--- config.mk ---
export PLATFORM = sky130hd
export DESIGN_NAME = phase_sequencer
export DESIGN_NICKNAME = d
export VERILOG_FILES = /design/src/rtl/phase_seq_pkg.sv /design/src/rtl/phase_onehot_dec.sv /design/src/rtl/phase_sequencer.sv
export SDC_FILE = /design/constraint.sdc
export NUM_CORES = 1
export LEC_CHECK = 0
export CELL_PAD_IN_SITES_DETAIL_PLACEMENT = 1
export CELL_PAD_IN_SITES_GLOBAL_PLACEMENT = 1
export CORE_AREA = 2 2 39 41
export CTS_BUF_LIST = sky130_fd_sc_hd__clkbuf_8
export CTS_CLUSTER_DIAMETER = 100
export DETAILED_ROUTE_END_ITERATION = 8
export DIE_AREA = 0 0 41 43
export PLACE_DENSITY = 0.48
export SLEW_MARGIN = 20
export SYNTH_ARGS = -nofsm -noshare
export SYNTH_HDL_FRONTEND = slang
export SYNTH_SLANG_ARGS = --single-unit
--- constraint.sdc ---
create_clock -name clk -period 1.3 [get_ports clk]
set_input_delay 0.26 -clock clk [delete_from_list [all_inputs] [get_ports clk]]
set_output_delay 0.26 -clock clk [all_outputs]
set_load 0.02 [all_outputs]
--- src/rtl/phase_seq_pkg.sv ---
// phase_seq_pkg: shared types, limits and one-hot helper for the phase sequencer and control decoder
package phase_seq_pkg;
  typedef enum logic {RUN, HALT} seq_state_t;
  localparam int MAX_PHASES = 16;
  function automatic logic [MAX_PHASES-1:0] onehot_of(input logic [3:0] idx, input int n);
    return (int'(idx) < n) ? MAX_PHASES'(1) << idx : '0;
  endfunction
endpackage

--- src/rtl/phase_onehot_dec.sv ---
// phase_onehot_dec: binary phase index to one-hot decoder with force-zero override
module phase_onehot_dec #(
  parameter int N = 2,
  parameter int PW = $clog2(N)
) (
  input  logic [PW-1:0] idx,
  input  logic          force_zero,
  output logic [N-1:0]  oh
);
  for (genvar i = 0; i < N; i++) begin : g_oh
    assign oh[i] = !force_zero && idx == PW'(i);
  end
endmodule

--- src/rtl/phase_sequencer.sv ---
// phase_sequencer: N-phase instruction cycle with stall, early termination and boundary halt
// Optional completed-instruction counter enabled by PHASE_SEQ_INSTR_COUNT_EN.
module phase_sequencer
  import phase_seq_pkg::*;
#(
  parameter int NUM_PHASES = 2,
  parameter int PW = $clog2(NUM_PHASES),
  parameter int CNT_W = 8
) (
  input  logic                  clk,
  input  logic                  reset,
  input  logic                  en,
  input  logic                  jump_first,
  input  logic                  halt_req,
  output logic [PW-1:0]         phase_idx,
  output logic [NUM_PHASES-1:0] phase_oh,
  output logic                  is_first,
  output logic                  is_last,
  output logic                  wrap,
  output logic                  halted
`ifdef PHASE_SEQ_INSTR_COUNT_EN
  ,output logic [CNT_W-1:0]     instr_count
`endif
);
  localparam logic [PW-1:0] LAST = PW'(NUM_PHASES - 1);
  seq_state_t state, state_n;
  logic [PW-1:0] phase_n;
  logic boundary;
  assign boundary = state == RUN && en && (jump_first || phase_idx == LAST);
  always_comb begin
    state_n = state;
    phase_n = phase_idx;
    if (state == HALT) begin
      state_n = halt_req ? HALT : RUN;
      phase_n = '0;
    end else if (en) begin
      state_n = boundary && halt_req ? HALT : RUN;
      phase_n = boundary ? '0 : phase_idx + 1'b1;
    end
  end
  always_ff @(posedge clk or posedge reset)
    if (reset) begin
      state     <= RUN;
      phase_idx <= '0;
      wrap      <= 1'b0;
    end else begin
      state     <= state_n;
      phase_idx <= phase_n;
      wrap      <= boundary;
    end
`ifdef PHASE_SEQ_INSTR_COUNT_EN
  always_ff @(posedge clk or posedge reset)
    if (reset) instr_count <= '0;
    else if (boundary) instr_count <= instr_count + 1'b1;
`endif
  assign halted   = state == HALT;
  assign is_first = !halted && phase_idx == '0;
  assign is_last  = !halted && phase_idx == LAST;
  phase_onehot_dec #(.N(NUM_PHASES), .PW(PW)) u_dec (
    .idx(phase_idx),
    .force_zero(halted),
    .oh(phase_oh)
  );
endmodule

==> flow_summary_export.csv <==
group,metric,value,unit
final_layout,areaGrowthSynthToFinish,110,%
clocking,cts_tree,"done",
clocking,cts_made_buffers,3,
setup_path,path_max_fanout,4,
synthesis,synth_nets,20,
die,die_y,43,um
placed_design,pre_cts_ws,-0.135,ns
placed_design,placed_cell_area,292,um2
synthesis,synthCells,15,
sta,setup_tns,0,ns
clocking,cts.clk_slew.worst_paths,0.03,ns
clocking,cts-hold-fix-buffers,0,
drt,drtIter0Drc,4,
setup_path,crit_path_end_kind,"output port",
die,io_pins,12,
setup_path,crit_family,"flip-flops",
final_layout,stdcell_count,47,
synthesis,synth-seq-area-share,50.4,%
power_and_ir_drop,power.leakage,0.161,nW
drt,drtAntennaViolNets,0,
job,maxCapViolCount,0,
setup_path,crit_type,"register to output port",
clocking,clock_latency,0.21,ns
setup_path,critical-path-slowest-cell,"dfrtp_1",
global_routing,grt.total_usage,7.05,%
setup_path,arrival,0.97,ns
die,die-width,41,um
worst_hold_path,hp-class,"input port to async pin",
power_and_ir_drop,p_per_area,1510,mW/mm2
final_layout,post-route-util,22.6,%
setup_path,worstPathCellList,"dlygate4sd2_1",
sta,period_minus_slack,1.23,ns
final_layout,nets,37,
sta,postLayoutSetupSlackWorst,0.0702,ns
sta,drv_slew,0,
placed_design,finalWeightedCongestion,0.671,
drt,via_per_inst,3.40,
global_routing,grt_pass1_wl,738,um
setup_path,slowest_delay,0.40,ns
global_routing,grt_antenna_before_repair,0,
die,fp-row-count,14,
sta,grt_setup_unrepaired,"false",
global_routing,grt_max_degree,5,
sta,fin_worst_skew,0.00129,ns
clocking,post_cts_buffers,0,
final_layout,final_cell_area,313,um2
synthesis,ys.warnings.count,0,
sta,finalSetupViolCount,0,
global_routing,grt-ovfl-total,0,
clocking,cts_sinks,3,
drt,wl_per_cell,8.02,um
synthesis,netlist_area,149,um2
drt,vias,160,
final_layout,diodes,0,
drt,dr.pass1.iters,2,
final_layout,drive_above_1_share,41.9,%
sta,worst_slew_pin_slew,0.228,ns
placed_design,place_inst,43,
die,die-area,0.00176,mm2
sta,post-route-period-util,94.6,%
die,core-area,0.00138,mm2
sta,max-slew-margin-rel,84.6,%
setup_path,critical_path_buf_inv_count,1,
sta,hold_viol_final,0,
sta,fmax,813,MHz
synthesis,ys_types,10,
clocking,htree_levels,1,
synthesis,syn_avg_cell_area,9.93,um2
power_and_ir_drop,irDropWorstVdd,0.000323,V
placed_design,io_buffers,11,
synthesis,ys_seq_elements,3,
status,status,"complete, no violations",
drt,routed_wl,377,um
setup_path,cp.required,1.04,ns
global_routing,grt_pass1_vias,191,
clocking,cts-root-buf,"clkbuf_8",
die,start_util,10.8,%
setup_path,start_kind,"register",
clocking,cts.path.max_buffers,2,
drt,drcViolationCount,0,
synthesized netlist by cell type, drive strengths merged:
master	count	area (um2)
a21boi	1	7.51
buf	2	15.0
dfrtp	3	75.1
inv	2	7.51
a21oi	1	8.76
o21ai	1	5.00
or2b	1	7.51
nor2b	1	6.26
nor2	2	7.51
or3b	1	8.76
worst paths after layout:
kind                       startpoint        end  slack, ns  depth (start not counted)
setup / recovery               halted     halted       0.07                          1
hold / removal                  reset     halted       0.22                          2
setup reg to reg            phase_idx  phase_idx       0.18                          3
hold reg to reg                halted  phase_idx       0.62                          2
max in group asynchronous       reset       wrap       0.95                          2
min in group clk             halt_req     halted       0.61                          2
sequential cells by signal, summed over array words and instances, names as in the netlist:
register   flops
wrap           1
phase_idx      1
halted         1
cell usage in the layout, fill, tap and decap left out:
master and count:
a21boi_0 1, a21oi_2 1, buf_2 4, buf_4 3, clkbuf_8 3, clkdlybuf4s50_1 4, dfrtp_1 3, dlygate4sd2_1 3
inv_1 3, nor2_1 1, nor2_2 1, nor2b_2 1, o21ai_0 1, or2b_1 1, or3b_1 1
area by class of cell:
cell class / instances / area (um2)
inverter: 2 / 7.51
tap: 16 / 20.0
clock inverter: 1 / 3.75
fill: 165 / 1070
timing repair buffer: 14 / 109
clock buffer: 3 / 41.3
sequential: 3 / 75.1
multi-input combinational: 8 / 56.3
per-stage QoR:
stage	power (W)	hold WS, ns
floorplan	0.000175	0.0136
global placement	0.000237	0.435
detailed placement	0.000240	0.446
CTS	0.000487	0.222
global route	0.000510	0.222
finish	0.000472	0.218
timing repair:
action | in CTS | in global routing
hold endpoints to repair | 0 | 0
setup endpoints to repair | 7 | 2
gates resized for setup | 17 | 2
metal layers:
layer | share of wire, % | GRT usage [%]
met1 | 29 | 5.19
met2 | 57 | 10.3
met3 | 14 | 4.71
met4 | 0 | 8.00
met5 | 0 | 0
cell families after synthesis:
| kind of cell | count (synthesis) | share of synthesized area, % |
|---|---|---|
| AOI/OAI and AO/OA | 3 | 14.3 |
| buffers and inverters | 4 | 15.1 |
| DFF | 3 | 50.4 |
| and+or+nand+nor | 5 | 20.2 |
power by group:
| group | leakage [nW] | total (W) | switching [W] | internal [W] |
|---|---|---|---|---|
| clock network | 0.0269 | 0.000257 | 0.0000566 | 0.000201 |
| logic | 0.0953 | 0.000105 | 0.0000563 | 0.0000486 |
| registers | 0.0390 | 0.000110 | 0.00000769 | 0.000103 |
| total | 0.161 | 0.000472 | 0.000121 | 0.000352 |
No activity file was read; power rests on OpenSTA's default activity.
